## src/rtl/ad9361_spi_arbiter_pkg.sv

```systemverilog
// Shared encodings and widths for the AD9361 SPI register arbiter.
package ad9361_spi_pkg;

    localparam int ADDR_W = 10;
    localparam int DATA_W = 8;
    localparam int GID_W  = 3;

    // 2 ms at 20 MHz
    localparam logic [25:0] DEFAULT_TIMEOUT = 26'd40000;

    typedef enum logic [4:0] {
        ST_IDLE  = 5'b00001,
        ST_GRANT = 5'b00010,
        ST_ISSUE = 5'b00100,
        ST_WAIT  = 5'b01000,
        ST_DONE  = 5'b10000
    } state_e;

endpackage

```

## src/rtl/ad9361_spi_arbiter_rr_arbiter.sv

```systemverilog
// Combinational round-robin picker: rotate requests so the pointer is bit 0,
// take the lowest set bit, then rotate the winner index back.
module rr_arbiter
    import ad9361_spi_pkg::*;
#(
    parameter int NUM_REQ = 4
) (
    input  logic [NUM_REQ-1:0] req_i,
    input  logic [GID_W-1:0]   ptr_i,
    output logic [NUM_REQ-1:0] gnt_o,
    output logic [GID_W-1:0]   idx_o
);

    logic [2*NUM_REQ-1:0] dbl;
    logic [NUM_REQ-1:0]   rot;
    logic [3:0]           sum;

    always_comb begin
        dbl = {req_i, req_i} >> ptr_i;
        rot = dbl[NUM_REQ-1:0];
        sum = 4'd0;
        for (int i = NUM_REQ - 1; i >= 0; i--) begin
            if (rot[i]) sum = 4'(i);
        end
        sum = sum + {1'b0, ptr_i};
        if (sum >= 4'(NUM_REQ)) sum = sum - 4'(NUM_REQ);
        idx_o = sum[GID_W-1:0];
        gnt_o = (|req_i) ? (NUM_REQ'(1) << idx_o) : '0;
    end

endmodule

```

## src/rtl/ad9361_spi_arbiter.sv

```systemverilog
// Round-robin arbiter sharing one AD9361 SPI register driver between NUM_REQ
// requesters; port 0 can be made exclusive with lock0 during boot config.
module ad9361_spi_arbiter
    import ad9361_spi_pkg::*;
#(
    parameter int          NUM_REQ = 4,
    parameter logic [25:0] TIMEOUT = DEFAULT_TIMEOUT
) (
    input  logic                      sys_clk,
    input  logic                      sys_rst_n,
    input  logic                      lock0,
    input  logic [NUM_REQ-1:0]        req_valid,
    input  logic [NUM_REQ-1:0]        req_wr_rdn,
    input  logic [NUM_REQ*ADDR_W-1:0] req_addr,
    input  logic [NUM_REQ*DATA_W-1:0] req_wdata,
    output logic [NUM_REQ-1:0]        req_ready,
    output logic [NUM_REQ-1:0]        rsp_valid,
    output logic                      rsp_err,
    output logic [DATA_W-1:0]         rsp_rdata,
    output logic [ADDR_W-1:0]         drv_addr,
    output logic [DATA_W-1:0]         drv_wdata,
    output logic                      drv_en,
    output logic                      drv_wr_rdn,
    input  logic                      drv_busy,
    input  logic [DATA_W-1:0]         drv_rdata,
    input  logic                      drv_rdata_en,
    output logic [GID_W-1:0]          grant_id
);

    state_e               state_q;
    logic [GID_W-1:0]     ptr_q, gid_q;
    logic [NUM_REQ-1:0]   own_q, req_ready_q, rsp_valid_q;
    logic                 wr_q, got_q, drv_en_q, rsp_err_q;
    logic [ADDR_W-1:0]    addr_q;
    logic [DATA_W-1:0]    wdata_q, rdata_q, rsp_rdata_q;
    logic [25:0]          cnt_q, cnt_d;
    logic                 timeout_hit;

    logic [NUM_REQ-1:0]   elig, pick_gnt;
    logic [GID_W-1:0]     pick_idx;
    logic                 sel_wr;
    logic [ADDR_W-1:0]    sel_addr;
    logic [DATA_W-1:0]    sel_wdata;

    assign elig = req_valid & (lock0 ? NUM_REQ'(1) : {NUM_REQ{1'b1}});

    rr_arbiter #(.NUM_REQ(NUM_REQ)) u_rr (
        .req_i (elig),
        .ptr_i (ptr_q),
        .gnt_o (pick_gnt),
        .idx_o (pick_idx)
    );

    always_comb begin
        sel_wr    = 1'b0;
        sel_addr  = '0;
        sel_wdata = '0;
        for (int i = 0; i < NUM_REQ; i++) begin
            if (pick_gnt[i]) begin
                sel_wr    = req_wr_rdn[i];
                sel_addr  = req_addr[i*ADDR_W +: ADDR_W];
                sel_wdata = req_wdata[i*DATA_W +: DATA_W];
            end
        end
    end

    // Abort on the cycle in which the phase count would reach TIMEOUT.
    assign cnt_d       = cnt_q + 26'd1;
    assign timeout_hit = (cnt_d == TIMEOUT);

    always_ff @(posedge sys_clk or negedge sys_rst_n) begin
        if (!sys_rst_n) begin
            state_q     <= ST_IDLE;
            ptr_q       <= '0;
            gid_q       <= '0;
            own_q       <= '0;
            req_ready_q <= '0;
            rsp_valid_q <= '0;
            rsp_err_q   <= 1'b0;
            rsp_rdata_q <= '0;
            wr_q        <= 1'b0;
            addr_q      <= '0;
            wdata_q     <= '0;
            rdata_q     <= '0;
            got_q       <= 1'b0;
            drv_en_q    <= 1'b0;
            cnt_q       <= '0;
        end else begin
            req_ready_q <= '0;
            rsp_valid_q <= '0;
            rsp_err_q   <= 1'b0;
            rsp_rdata_q <= '0;
            case (state_q)
                ST_IDLE: begin
                    if ((|elig) && !drv_busy) begin
                        state_q     <= ST_GRANT;
                        req_ready_q <= pick_gnt;
                        own_q       <= pick_gnt;
                        gid_q       <= pick_idx;
                        wr_q        <= sel_wr;
                        addr_q      <= sel_addr;
                        wdata_q     <= sel_wdata;
                        ptr_q       <= (pick_idx == GID_W'(NUM_REQ - 1)) ? '0 : pick_idx + 1'b1;
                    end
                end
                ST_GRANT: begin
                    state_q  <= ST_ISSUE;
                    drv_en_q <= 1'b1;
                    cnt_q    <= '0;
                end
                ST_ISSUE: begin
                    if (drv_busy) begin
                        state_q  <= ST_WAIT;
                        drv_en_q <= 1'b0;
                        cnt_q    <= '0;
                    end else if (timeout_hit) begin
                        state_q     <= ST_DONE;
                        drv_en_q    <= 1'b0;
                        rsp_valid_q <= own_q;
                        rsp_err_q   <= 1'b1;
                        cnt_q       <= '0;
                    end else begin
                        cnt_q <= cnt_d;
                    end
                end
                ST_WAIT: begin
                    if (drv_rdata_en && !wr_q) begin
                        rdata_q <= drv_rdata;
                        got_q   <= 1'b1;
                    end
                    // Read data arriving together with the busy fall still completes.
                    if (!drv_busy && (wr_q || got_q || drv_rdata_en)) begin
                        state_q     <= ST_DONE;
                        rsp_valid_q <= own_q;
                        rsp_rdata_q <= wr_q ? '0 : (drv_rdata_en ? drv_rdata : rdata_q);
                        cnt_q       <= '0;
                    end else if (timeout_hit) begin
                        state_q     <= ST_DONE;
                        rsp_valid_q <= own_q;
                        rsp_err_q   <= 1'b1;
                        cnt_q       <= '0;
                    end else begin
                        cnt_q <= cnt_d;
                    end
                end
                ST_DONE: begin
                    state_q <= ST_IDLE;
                    got_q   <= 1'b0;
                    cnt_q   <= '0;
                end
                default: state_q <= ST_IDLE;
            endcase
        end
    end

    assign req_ready  = req_ready_q;
    assign rsp_valid  = rsp_valid_q;
    assign rsp_err    = rsp_err_q;
    assign rsp_rdata  = rsp_rdata_q;
    assign drv_addr   = addr_q;
    assign drv_wdata  = wdata_q;
    assign drv_en     = drv_en_q;
    assign drv_wr_rdn = wr_q;
    assign grant_id   = gid_q;

endmodule

```

## config.mk

```make
export PLATFORM = sky130hd
export DESIGN_NAME = ad9361_spi_arbiter
export DESIGN_NICKNAME = d
export VERILOG_FILES = /design/src/rtl/ad9361_spi_arbiter_pkg.sv /design/src/rtl/ad9361_spi_arbiter_rr_arbiter.sv /design/src/rtl/ad9361_spi_arbiter.sv
export SDC_FILE = /design/constraint.sdc
export NUM_CORES = 1
export LEC_CHECK = 0
export BUFFER_PORTS_ARGS = -buffer_cell sky130_fd_sc_hd__buf_2
export CAP_MARGIN = 20
export CELL_PAD_IN_SITES_DETAIL_PLACEMENT = 1
export CELL_PAD_IN_SITES_GLOBAL_PLACEMENT = 1
export CORE_UTILIZATION = 40
export CTS_BUF_LIST = sky130_fd_sc_hd__clkbuf_2
export CTS_CLUSTER_DIAMETER = 40
export DETAILED_ROUTE_END_ITERATION = 7
export GPL_TIMING_DRIVEN = 0
export HOLD_SLACK_MARGIN = 0.08
export PLACE_DENSITY = 0.83
export SLEW_MARGIN = 0
export SYNTH_ARGS = -nofsm -noshare
export SYNTH_HDL_FRONTEND = slang
export SYNTH_HIERARCHICAL = 1
export SYNTH_SLANG_ARGS = --single-unit
```

## constraint.sdc

```tcl
create_clock -name sys_clk -period 8.7 [get_ports sys_clk]
set_clock_uncertainty 0.2 [all_clocks]
set_input_delay 2.175 -clock sys_clk [delete_from_list [all_inputs] [get_ports sys_clk]]
set_output_delay 2.175 -clock sys_clk [all_outputs]
set_load 0.05 [all_outputs]
```

==> results of run 1 <==
==> cell type report <==
class | count | area share
multi-input cells | 480 | 0.4501
clock buffers | 10 | 0.008048
plain buffers | 50 | 0.03340
well taps | 172 | 0.03461
clock inverters | 6 | 0.008250
flip-flops and latches | 87 | 0.3503
inverters | 7 | 0.004225
repair buffers | 133 | 0.1111
==> worst paths after layout <==
| kind | from | endpoint | slack, ps | cells after the start |
|---|---|---|---|---|
| worst max-delay path | lock0 | drv_wdata[7]$_DFFE_PN0P_ | 3000 | 17 |
| worst min-delay path | rdata_q[4]$_DFFE_PN0P_ | rdata_q[4]$_DFFE_PN0P_ | 330 | 2 |
| worst max register to register | ptr_q[0]$_DFFE_PN0P_ | drv_wdata[7]$_DFFE_PN0P_ | 4240 | 15 |
| worst min register to register | rdata_q[4]$_DFFE_PN0P_ | rdata_q[4]$_DFFE_PN0P_ | 330 | 2 |
| max in group asynchronous | sys_rst_n | state_q[0]$_DFFE_PN1P_ | 6340 | 2 |
| min in group asynchronous | sys_rst_n | cnt_q[5]$_DFFE_PN0P_ | 1260 | 1 |
==> metal layers <==
layer  vias up  track usage  wire [um]
met5         -            0          0
met4         0      0.09487        340
met3        23      0.03892        992
met2       162       0.4806       8708
met1      2582       0.2989       6736
li1       2539            -          -
==> cell families after synthesis <==
logic type / Yosys count
AND/OR/NAND/NOR: 272
AO/OA/AOI/OAI: 177
buffers and inverters: 57
adder cells (fa/ha/maj): 5
flip-flops: 87
multiplexers: 15
XOR/XNOR: 11
==> metrics by stage <==
step / utilization / total power, mW / cells / instance area, um^2
after floorplan: - / 1.560 / 624 / 5211
after global placement: 0.4804 / 1.844 / 928 / 6087
after detailed placement: 0.4828 / 1.922 / 929 / 6117
after CTS: 0.4908 / 2.124 / 945 / 6218
after global routing: 0.4908 / 2.289 / 945 / 6218
final: 0.4908 / 2.112 / 945 / 6218
==> critical path, delay by kind of cell <==
kind                       cells  cell delay, ps
AOI/OAI and AO/OA              6             800
buffers and inverters          3             780
adders and majority gates      2             700
and+or+nand+nor                6            1570
==> flip-flops by register name (all words and copies together) (netlist names), 4 cells and up <==
signal / flops
cnt_q: 26
drv_addr: 10
drv_wdata: 8
rdata_q: 8
rsp_rdata: 8
state_q: 5
own_q: 4
req_ready: 4
rsp_valid: 4
==> power breakdown <==
group | internal, mW | leakage (nW) | switching, mW
registers | 0.525 | 1.14 | 0.0850
clock network | 0.0432 | 0.0635 | 0.157
logic | 0.418 | 1.71 | 0.884
total | 0.986 | 2.91 | 1.13
==> cells in the final DEF (no fill, tap or decap), types with 10 or more instances in the layout <==
cell	instances
buf_2	138
dfrtp_1	86
a21oi_1	80
nor2_1	79
nand2_1	70
clkbuf_1	34
o21ai_0	24
nand3_1	18
a22oi_1	18
nand4_1	15
clkbuf_2	13
or3_1	10
mux2_2	10
==> metrics.csv, run 1 <==
metric;value;unit
worst_ep_required_time;9030;ps
cts_tree;yes;
final.setup.tns;0;ps
gr-usage-all-layers;0.2581;
via_per_inst;5.615;
portBuffers;132;
io_pins;133;
antenna_found_initial;0;
ys_top_cells_by_area;dfrtp_1 41%, a21oi_1 7.7%, nor2_1 5.7%;
cts_resized;0;
grt_max_degree;57;
cp-end-kind;flip-flop;
maxCapViolCount;0;
fin_nets;866;
synth_top_family_by_area;simple AND/OR/NAND/NOR gates;
syn_area_per_cell;8.351;um^2
ys_async_sr_fraction;1.000;
die_h;116.1;um
synthDistinctLibCells;65;
multi_input_area;0.002799;mm^2
finalCriticalPeriod;5702;ps
slew_violations;0;
fill_cells;1600;
dominantRegCellSynth;dfrtp_1;
cts_hold_buf;0;
dr.pass1.iters;4;
netlist_area;0.005211;mm^2
insertion_delay;610;ps
synth_mux_area_frac;0.03121;
synth_area_leader_cell;dfrtp_1;
clock_sinks;87;
grt_pass1_wl;27050;um
setup_viol;0;
rsz0062_at_grt;no;
p_leak;2.908;nW
yosys.area_share.adder;0.01345;
worst_slew_pin_slew;1002;ps
wirelength;16780;um
path_class;input pin to flip-flop;
vias;5306;
seq_area_frac_synth;0.4180;
antenna_left;0;
synth_edf_count;0;
clockRootBuffer;clkbuf_2;
arrival;6030;ps
yosysMostFrequentCell;dfrtp_1;
max_stage_delay;600;ps
first_iter_violations;220;
synth-compound-area-share;0.2060;
cp_slowest_cell;nor3_1;
syn_nets;722;
hp-class;flip-flop to flip-flop;
yosys.area.top_type_share;0.4130;
area_growth;19.33;%
hold_ws;327.2;ps
die_x;116.1;um
avgRoutedWirePerCell;17.75;um
post_cts_buffers;0;
yosysWarnings;6;
initial_core_util;0.4113;
rows;41;
post-dp-hpwl;13140;um
synthTopCellsByCount;86 x dfrtp_1, 80 x a21oi_1, 79 x nor2_1;
post-place-ws;2412;ps
synth-seq-cells;87;
yosys.area_share.simple;0.2679;
status;finished, final reports clean;
powerDensity;339.6;mW/mm^2
grt_pass1_vias;5469;
fin_crit_sh;0.6554;
drc;0;
cts_buffer_depth;2;
synth_cells;624;
gr-total-overflow;0;
layout-drive-gt1-share;0.2406;
cp_max_fo;10;
cts_buffers;9;
clock.fmax;175.4;MHz
crit_chain;buf_2 > nor2b_1 > nor2b_1 > o22ai_1 > o2bb2ai_1 > ha_1 > fa_1 > nor3_1 > nor2b_1 > clkbuf_1 > clkbuf_1 > a22oi_1 > nor2_1 > a21oi_1 > nor2_1 > a21oi_1 > a21oi_1;
coreArea;0.01267;mm^2
worst_slack;2998;ps
diodes;0;
dieArea;0.01349;mm^2
h-tree-depth;3;
gp_congestion;0.8848;
max-slew-margin-rel;0.3269;
cts.clk_slew.worst_paths;260;ps
synth_xor_area_frac;0.01849;
seqCellArea;0.002178;mm^2
max-vdd-ir-drop;0.1466;mV
startpoint_type;input pin;
hold_viol_final;0;
(Power assumes the default switching activity.)
==> run 2: changes to the inputs <==
--- a/config.mk
+++ b/config.mk
@@ -5,17 +5,18 @@
 export SDC_FILE = /design/constraint.sdc
 export NUM_CORES = 1
 export LEC_CHECK = 0
+export ABC_AREA = 1
 export BUFFER_PORTS_ARGS = -buffer_cell sky130_fd_sc_hd__buf_2
 export CAP_MARGIN = 20
 export CELL_PAD_IN_SITES_DETAIL_PLACEMENT = 1
 export CELL_PAD_IN_SITES_GLOBAL_PLACEMENT = 1
-export CORE_UTILIZATION = 40
+export CORE_UTILIZATION = 39
 export CTS_BUF_LIST = sky130_fd_sc_hd__clkbuf_2
 export CTS_CLUSTER_DIAMETER = 40
 export DETAILED_ROUTE_END_ITERATION = 7
 export GPL_TIMING_DRIVEN = 0
 export HOLD_SLACK_MARGIN = 0.08
-export PLACE_DENSITY = 0.83
+export PLACE_DENSITY = 0.84
 export SLEW_MARGIN = 0
 export SYNTH_ARGS = -nofsm -noshare
 export SYNTH_HDL_FRONTEND = slang
==> constraint.sdc (replaced) <==
create_clock -name sys_clk -period 5.45 [get_ports sys_clk]
set_clock_uncertainty 0.2 [all_clocks]
set_input_delay 1.3625 -clock sys_clk [delete_from_list [all_inputs] [get_ports sys_clk]]
set_output_delay 1.3625 -clock sys_clk [all_outputs]
set_load 0.05 [all_outputs]
==> run 2 against run 1 <==
Cell count rose by 12%. Hold slack got worse by 25 ps. Total power rose by 69%. Non-clock buffer count fell by 30. Clock-buffer cell count did not move.
==> metrics.csv, run 2 <==
metric;value;unit;change
fin_area;0.006226;mm^2;was 0.006218 mm^2
maxCapViolCount;0;;unchanged
portBuffers;132;;unchanged
synth_edf_count;0;;unchanged
p_leak;3.246;nW;was 2.908 nW
final_common_cell;nand2_1;;was buf_2
ys_top_cells_by_area;dfrtp_1 42%, nand2_1 19%, o21ai_0 5.8%;;was dfrtp_1 41%, a21oi_1 7.7%, nor2_1 5.7%
clockRootBuffer;clkbuf_2;;unchanged
fin_crit_sh;0.8283;;
cts_buffers;9;;unchanged
multi_input_area;0.002599;mm^2;was 0.002799 mm^2
coreArea;0.01277;mm^2;was 0.01267 mm^2
yosys.area_share.simple;0.3669;;was 0.2679
cts_hold_buf;0;;unchanged
seq_area_frac_synth;0.4208;;was 0.4180
max-slew-margin-rel;0.5999;;was 0.3269
max-vdd-ir-drop;0.4144;mV;was 0.1466 mV
initial_core_util;0.4052;;was 0.4113
area_growth;20.28;%;was 19.33%
clock.fmax;221.5;MHz;
grt_pass1_wl;26430;um;was 27,050 um
hold_viol_final;0;;unchanged
ys_async_sr_fraction;1.000;;unchanged
post-place-ws;285.9;ps;was 2412 ps
powerDensity;573.3;mW/mm^2;was 339.6 mW/mm^2
status;finished, final reports clean;;unchanged
p_total;3.569;mW;was 2.112 mW
wirelength;16310;um;was 16,780 um
clock_sinks;87;;unchanged
cts_buffer_depth;2;;unchanged
synth_mux_area_frac;0;;was 0.03121
cts.clk_slew.worst_paths;210;ps;was 260 ps
worst_slack;936.0;ps;was 2998 ps
syn_nets;836;;was 722
insertion_delay;610;ps;about the same
netlist_area;0.005176;mm^2;was 0.005211 mm^2
synth-compound-area-share;0.1100;;was 0.2060
synthTopCellsByCount;264 x nand2_1, 86 x dfrtp_1, 78 x inv_1;;was 86 x dfrtp_1, 80 x a21oi_1, 79 x nor2_1
yosys.area.top_type_share;0.4158;;was 0.4130
largest_register_ffs;26;;unchanged
synth_cells;738;;was 624
antenna_left;0;;unchanged
cp-end-kind;flip-flop;;unchanged
layout-drive-gt1-share;0.2210;;was 0.2406
hp-class;flip-flop to flip-flop;;unchanged
cp_max_fo;10;;unchanged
cts_tree;yes;;unchanged
placed_cell_area;0.006082;mm^2;was 0.006117 mm^2
avgRoutedWirePerCell;15.38;um;was 17.75 um
dominantRegCellSynth;dfrtp_1;;unchanged
gr-total-overflow;0;;unchanged
grt_pass1_vias;5599;;was 5,469
gr-usage-all-layers;0.2541;;was 0.2581
io_pins;133;;unchanged
rows;41;;unchanged
synthDistinctLibCells;36;;was 65
fill_cells;1727;;was 1,600
most-common-layout-cells;264 x nand2_1, 132 x buf_2, 86 x dfrtp_1;;was 138 x buf_2, 86 x dfrtp_1, 80 x a21oi_1
syn_area_per_cell;7.014;um^2;was 8.351 um^2
path_class;input pin to flip-flop;;unchanged
post-dp-hpwl;13140;um;about the same
slew_violations;0;;unchanged
h-tree-depth;3;;unchanged
antenna_found_initial;0;;unchanged
startpoint_type;input pin;;unchanged
first_iter_violations;203;;was 220
vias;5385;;was 5,306
yosysWarnings;6;;unchanged
die_x;117.2;um;was 116.1 um
drc;0;;unchanged
worst_slew_pin_slew;600.2;ps;was 1002 ps
grt_max_degree;45;;was 57
finalCriticalPeriod;4514;ps;
cts_resized;0;;unchanged
synth_top_family_by_area;simple AND/OR/NAND/NOR gates;;unchanged
dieArea;0.01374;mm^2;was 0.01349 mm^2
synth-seq-cells;87;;unchanged
worst_ep_required_time;5760;ps;was 9030 ps
die_h;117.2;um;was 116.1 um
yosys.area_share.adder;0.01354;;was 0.01345
largest_register;cnt_q;;unchanged
final.setup.tns;0;ps;unchanged
synth_area_leader_cell;dfrtp_1;;unchanged
arrival;4820;ps;was 6030 ps
post_cts_buffers;0;;unchanged
dr.pass1.iters;4;;unchanged
synth_xor_area_frac;0.01160;;was 0.01849
yosysMostFrequentCell;nand2_1;;was dfrtp_1
fin_nets;980;;was 866
gp_congestion;0.9409;;was 0.8848
rsz0062_at_grt;no;;unchanged
via_per_inst;5.080;;was 5.615
setup_viol;0;;unchanged
seqCellArea;0.002178;mm^2;unchanged
## run 2: cell types whose count changed after synthesis, moves of 11 or more
cell | before | now
nand2_1 | 70 | 264
a21oi_1 | 80 | 31
o21ai_0 | 24 | 60
nor2_1 | 79 | 44
a22oi_1 | 18 | 0
nor2_2 | 0 | 11
inv_1 | 7 | 78
nand3_1 | 18 | 57
clkbuf_1 | 34 | 18
## run 2: layout make-up
class                      instances  area share
antenna                            1   0.0004019
buffer                            20     0.01226
clock buffer                      10    0.008039
clock inverter                     6     0.01467
inverter                          86     0.05185
multi-input combinational        545      0.4174
sequential                        87      0.3499
tap                              172     0.03457
timing repair buffer             133      0.1109
## run 2: cells by family (layout without fill, tap and decap cells)
| logic type | count (synthesis) | in the layout |
|---|---|---|
| simple gates | 424 | 424 |
| compound gates | 110 | 110 |
| buf+inv | 106 | 255 |
| flops | 87 | 87 |
| xor+xnor | 6 | 6 |
| fa+ha+maj | 5 | 5 |
| other cells | 0 | 1 |
## run 2: through the flow
stage | hold slack [ps] | instances | utilization
3_5_place_dp | 259.4 | 1043 | 0.4761
3_3_place_gp | 253.9 | 1042 | 0.4738
6_report | 302.0 | 1060 | 0.4874
5_1_grt | 338.2 | 1059 | 0.4872
4_1_cts | 310.9 | 1059 | 0.4872
2_1_floorplan | 249.3 | 738 | -
## run 2: metal layers
layer,vias to the layer above,track usage,wire (um)
li1,2642,-,-
met1,2606,0.2782,6655
met2,118,0.4843,8733
met3,19,0.05613,707
met4,0,0.07848,210
met5,-,0,0
## run 2: critical path, cell delays in order
cell      delay (ps)
buf_2            110
nor2_1           180
inv_1             80
nand2_1           90
nand3_1           80
nand2_1           90
inv_1             40
nand2_1           70
a21oi_2           50
ha_1             200
fa_1             520
inv_1             90
nand2_1           70
nor3b_1          490
clkinv_1         410
clkbuf_1         310
nand3_1          120
nand2_1           70
o21ai_0           80
o21ai_0          110
nand2_1          110
nand2_1           60
## run 2: path summary, 6_finish.rpt
check	cells after the start	start	endpoint	slack (ps)
worst max-delay path	22	lock0	drv_addr[4]$_DFFE_PN0P_	940
worst min register to register	2	drv_addr[8]$_DFFE_PN0P_	drv_addr[8]$_DFFE_PN0P_	300
min in group asynchronous	1	sys_rst_n	rdata_q[1]$_DFFE_PN0P_	500
max in group asynchronous	2	sys_rst_n	state_q[0]$_DFFE_PN1P_	3860
worst max register to register	21	ptr_q[0]$_DFFE_PN0P_	drv_addr[4]$_DFFE_PN0P_	1350
worst min-delay path	2	drv_addr[8]$_DFFE_PN0P_	drv_addr[8]$_DFFE_PN0P_	300
## run 2: where the power goes
group	leakage (nW)	internal, mW	switching, mW
combinational	2.00	0.635	1.49
clock	0.0869	0.157	0.245
sequential	1.16	0.852	0.193
==> run 3: changes to the inputs <==
==> constraint.sdc (replaced) <==
create_clock -name sys_clk -period 4.35 [get_ports sys_clk]
set_clock_uncertainty 0.2 [all_clocks]
set_input_delay 1.0875 -clock sys_clk [delete_from_list [all_inputs] [get_ports sys_clk]]
set_output_delay 1.0875 -clock sys_clk [all_outputs]
set_load 0.05 [all_outputs]
==> run 3 against run 2 <==
Global-route usage did not move. Via count barely moved. Wire length barely moved. Combinational power rose by 25%. Clock-buffer cell count did not move. Register-to-register slack got worse by 930 ps. Largest power group unchanged.
==> metrics.csv, run 3 (synthesis results as in run 2) <==
metric;value;unit;change
cts_tree;yes;;unchanged
die_h;117.2;um;unchanged
clock_sinks;87;;unchanged
gp_congestion;0.9409;;unchanged
wirelength;16310;um;about the same
path_class;input pin to flip-flop;;unchanged
setup_viol;0;;unchanged
fin_crit_sh;0.9366;;
powerDensity;718.6;mW/mm^2;was 573.3 mW/mm^2
instances_no_fill;1060;;unchanged
final_common_cell;nand2_1;;unchanged
p_leak;3.247;nW;was 3.246 nW
p_comb_frac;0.595;;about the same
antenna_found_initial;0;;unchanged
worst_slack;275.9;ps;was 936.0 ps
p_sw;2.414;mW;was 1.925 mW
internal_power;2.060;mW;was 1.644 mW
grt_pass1_vias;5599;;unchanged
pwr-share-seq;0.292;;was 0.293
status;finished, final reports clean;;unchanged
cts_buffers;9;;unchanged
p_total;4.474;mW;was 3.569 mW
multi_input_area;0.002599;mm^2;unchanged
largest_register_ffs;26;;unchanged
clock.fmax;245.5;MHz;
area_growth;20.28;%;unchanged
post-dp-hpwl;13140;um;unchanged
cp_max_fo;10;;unchanged
max-slew-margin-rel;0.5916;;was 0.5999
cts.clk_slew.worst_paths;270;ps;was 210 ps
rows;41;;unchanged
hp-class;input pin to asynchronous set/reset pin;;was flip-flop to flip-flop
fill_cells;1727;;unchanged
grt_pass1_wl;26430;um;unchanged
first_iter_violations;203;;unchanged
startpoint_type;input pin;;unchanged
avgRoutedWirePerCell;15.38;um;about the same
rsz0062_at_grt;no;;unchanged
fin_nets;980;;unchanged
die_x;117.2;um;unchanged
hold_viol_final;0;;unchanged
switching_share;0.5395;;was 0.5394
portBuffers;132;;unchanged
vias;5381;;was 5,385
insertion_delay;610;ps;about the same
clockPowerShare;0.113;;about the same
gr-usage-all-layers;0.2541;;unchanged
dp_cells;1043;;unchanged
arrival;4420;ps;was 4820 ps
cp-end-kind;flip-flop;;unchanged
drc;0;;unchanged
layout-drive-gt1-share;0.2221;;was 0.2210
cts_buffer_depth;2;;unchanged
dieArea;0.01374;mm^2;unchanged
dr.pass1.iters;4;;unchanged
most-common-layout-cells;264 x nand2_1, 132 x buf_2, 86 x dfrtp_1;;unchanged
slew_violations;0;;unchanged
clockRootBuffer;clkbuf_2;;unchanged
worst_slew_pin_slew;611.3;ps;was 600.2 ps
max-vdd-ir-drop;0.5187;mV;was 0.4144 mV
h-tree-depth;3;;unchanged
worst_ep_required_time;4690;ps;was 5760 ps
initial_core_util;0.4052;;unchanged
via_per_inst;5.076;;was 5.080
largest_register;cnt_q;;unchanged
coreArea;0.01277;mm^2;unchanged
antenna_left;0;;unchanged
maxCapViolCount;0;;unchanged
seqCellArea;0.002178;mm^2;unchanged
io_pins;133;;unchanged
finalCriticalPeriod;4074;ps;
post_cts_buffers;0;;unchanged
gr-total-overflow;0;;unchanged
post-place-ws;-539.1;ps;was 285.9 ps
grt_max_degree;45;;unchanged
-- run 3: layout make-up --
type                       count  share of cell area
antenna                        1           0.0004019
buffer                        20             0.01226
clock buffer                  10            0.008039
clock inverter                 6             0.01467
inverter                      86             0.05185
multi-input combinational    545              0.4174
sequential                    87              0.3499
tap                          172             0.03457
timing repair buffer         133              0.1109
-- run 3: timing repair --
action,4_1_cts,5_1_grt
endpoints found under the hold margin,0,0
resized for setup,0,1
setup endpoints to repair,0,6
hold buffers,0,0
-- run 3: final timing paths --
check	startpoint	to	slack, ps	cells after the start
setup / recovery	lock0	drv_addr[4]$_DFFE_PN0P_	280	21
hold / removal	sys_rst_n	rdata_q[1]$_DFFE_PN0P_	230	1
setup reg to reg	ptr_q[0]$_DFFE_PN0P_	drv_addr[4]$_DFFE_PN0P_	420	20
hold reg to reg	drv_addr[8]$_DFFE_PN0P_	drv_addr[8]$_DFFE_PN0P_	300	2
max in group asynchronous	sys_rst_n	state_q[0]$_DFFE_PN1P_	3030	2
min in group sys_clk	drv_addr[8]$_DFFE_PN0P_	drv_addr[8]$_DFFE_PN0P_	300	2
-- run 3: routing by layer --
layer	GRT usage	share of wire	vias to the layer above	wire, um
met4	0.07848	0.013	0	210
li1	-	-	2642	-
met2	0.4843	0.54	118	8726
met5	0	0	-	0
met1	0.2782	0.41	2602	6664
met3	0.05613	0.043	19	707
-- run 3: power groups by stage --
stage               Sequential [mW]  Combinational (mW)  Clock, mW
floorplan                      1.56                1.65          0
global placement               1.30                2.55          0
detailed placement             1.32                2.68          0
CTS                            1.31                2.68      0.516
global route                   1.34                3.00      0.548
finish                         1.31                2.66      0.504
-- run 3: per-stage QoR --
step | hold slack (ps) | util | setup TNS, ps | cell area [um^2]
floorplan | 249.3 | - | 0 | 5176
global placement | 253.9 | 0.4738 | -3127 | 6052
detailed placement | 259.4 | 0.4761 | -7021 | 6082
CTS | 212.1 | 0.4872 | 0 | 6223
global route | 217.0 | 0.4872 | 0 | 6223
finish | 229.8 | 0.4874 | 0 | 6226
-- run 3: critical path, stage by stage --
cell,delay (ps)
buf_2,110
nor2_1,180
inv_1,80
nand2_1,90
nand3_1,80
nand2_1,90
inv_1,40
nand2_1,70
a21oi_2,50
ha_1,200
fa_1,520
inv_1,90
nand2_1,70
nor3b_1,520
clkbuf_1,440
a21oi_1,120
nand2_1,90
o21ai_0,80
o21ai_0,190
nand2_1,90
nand2_1,90
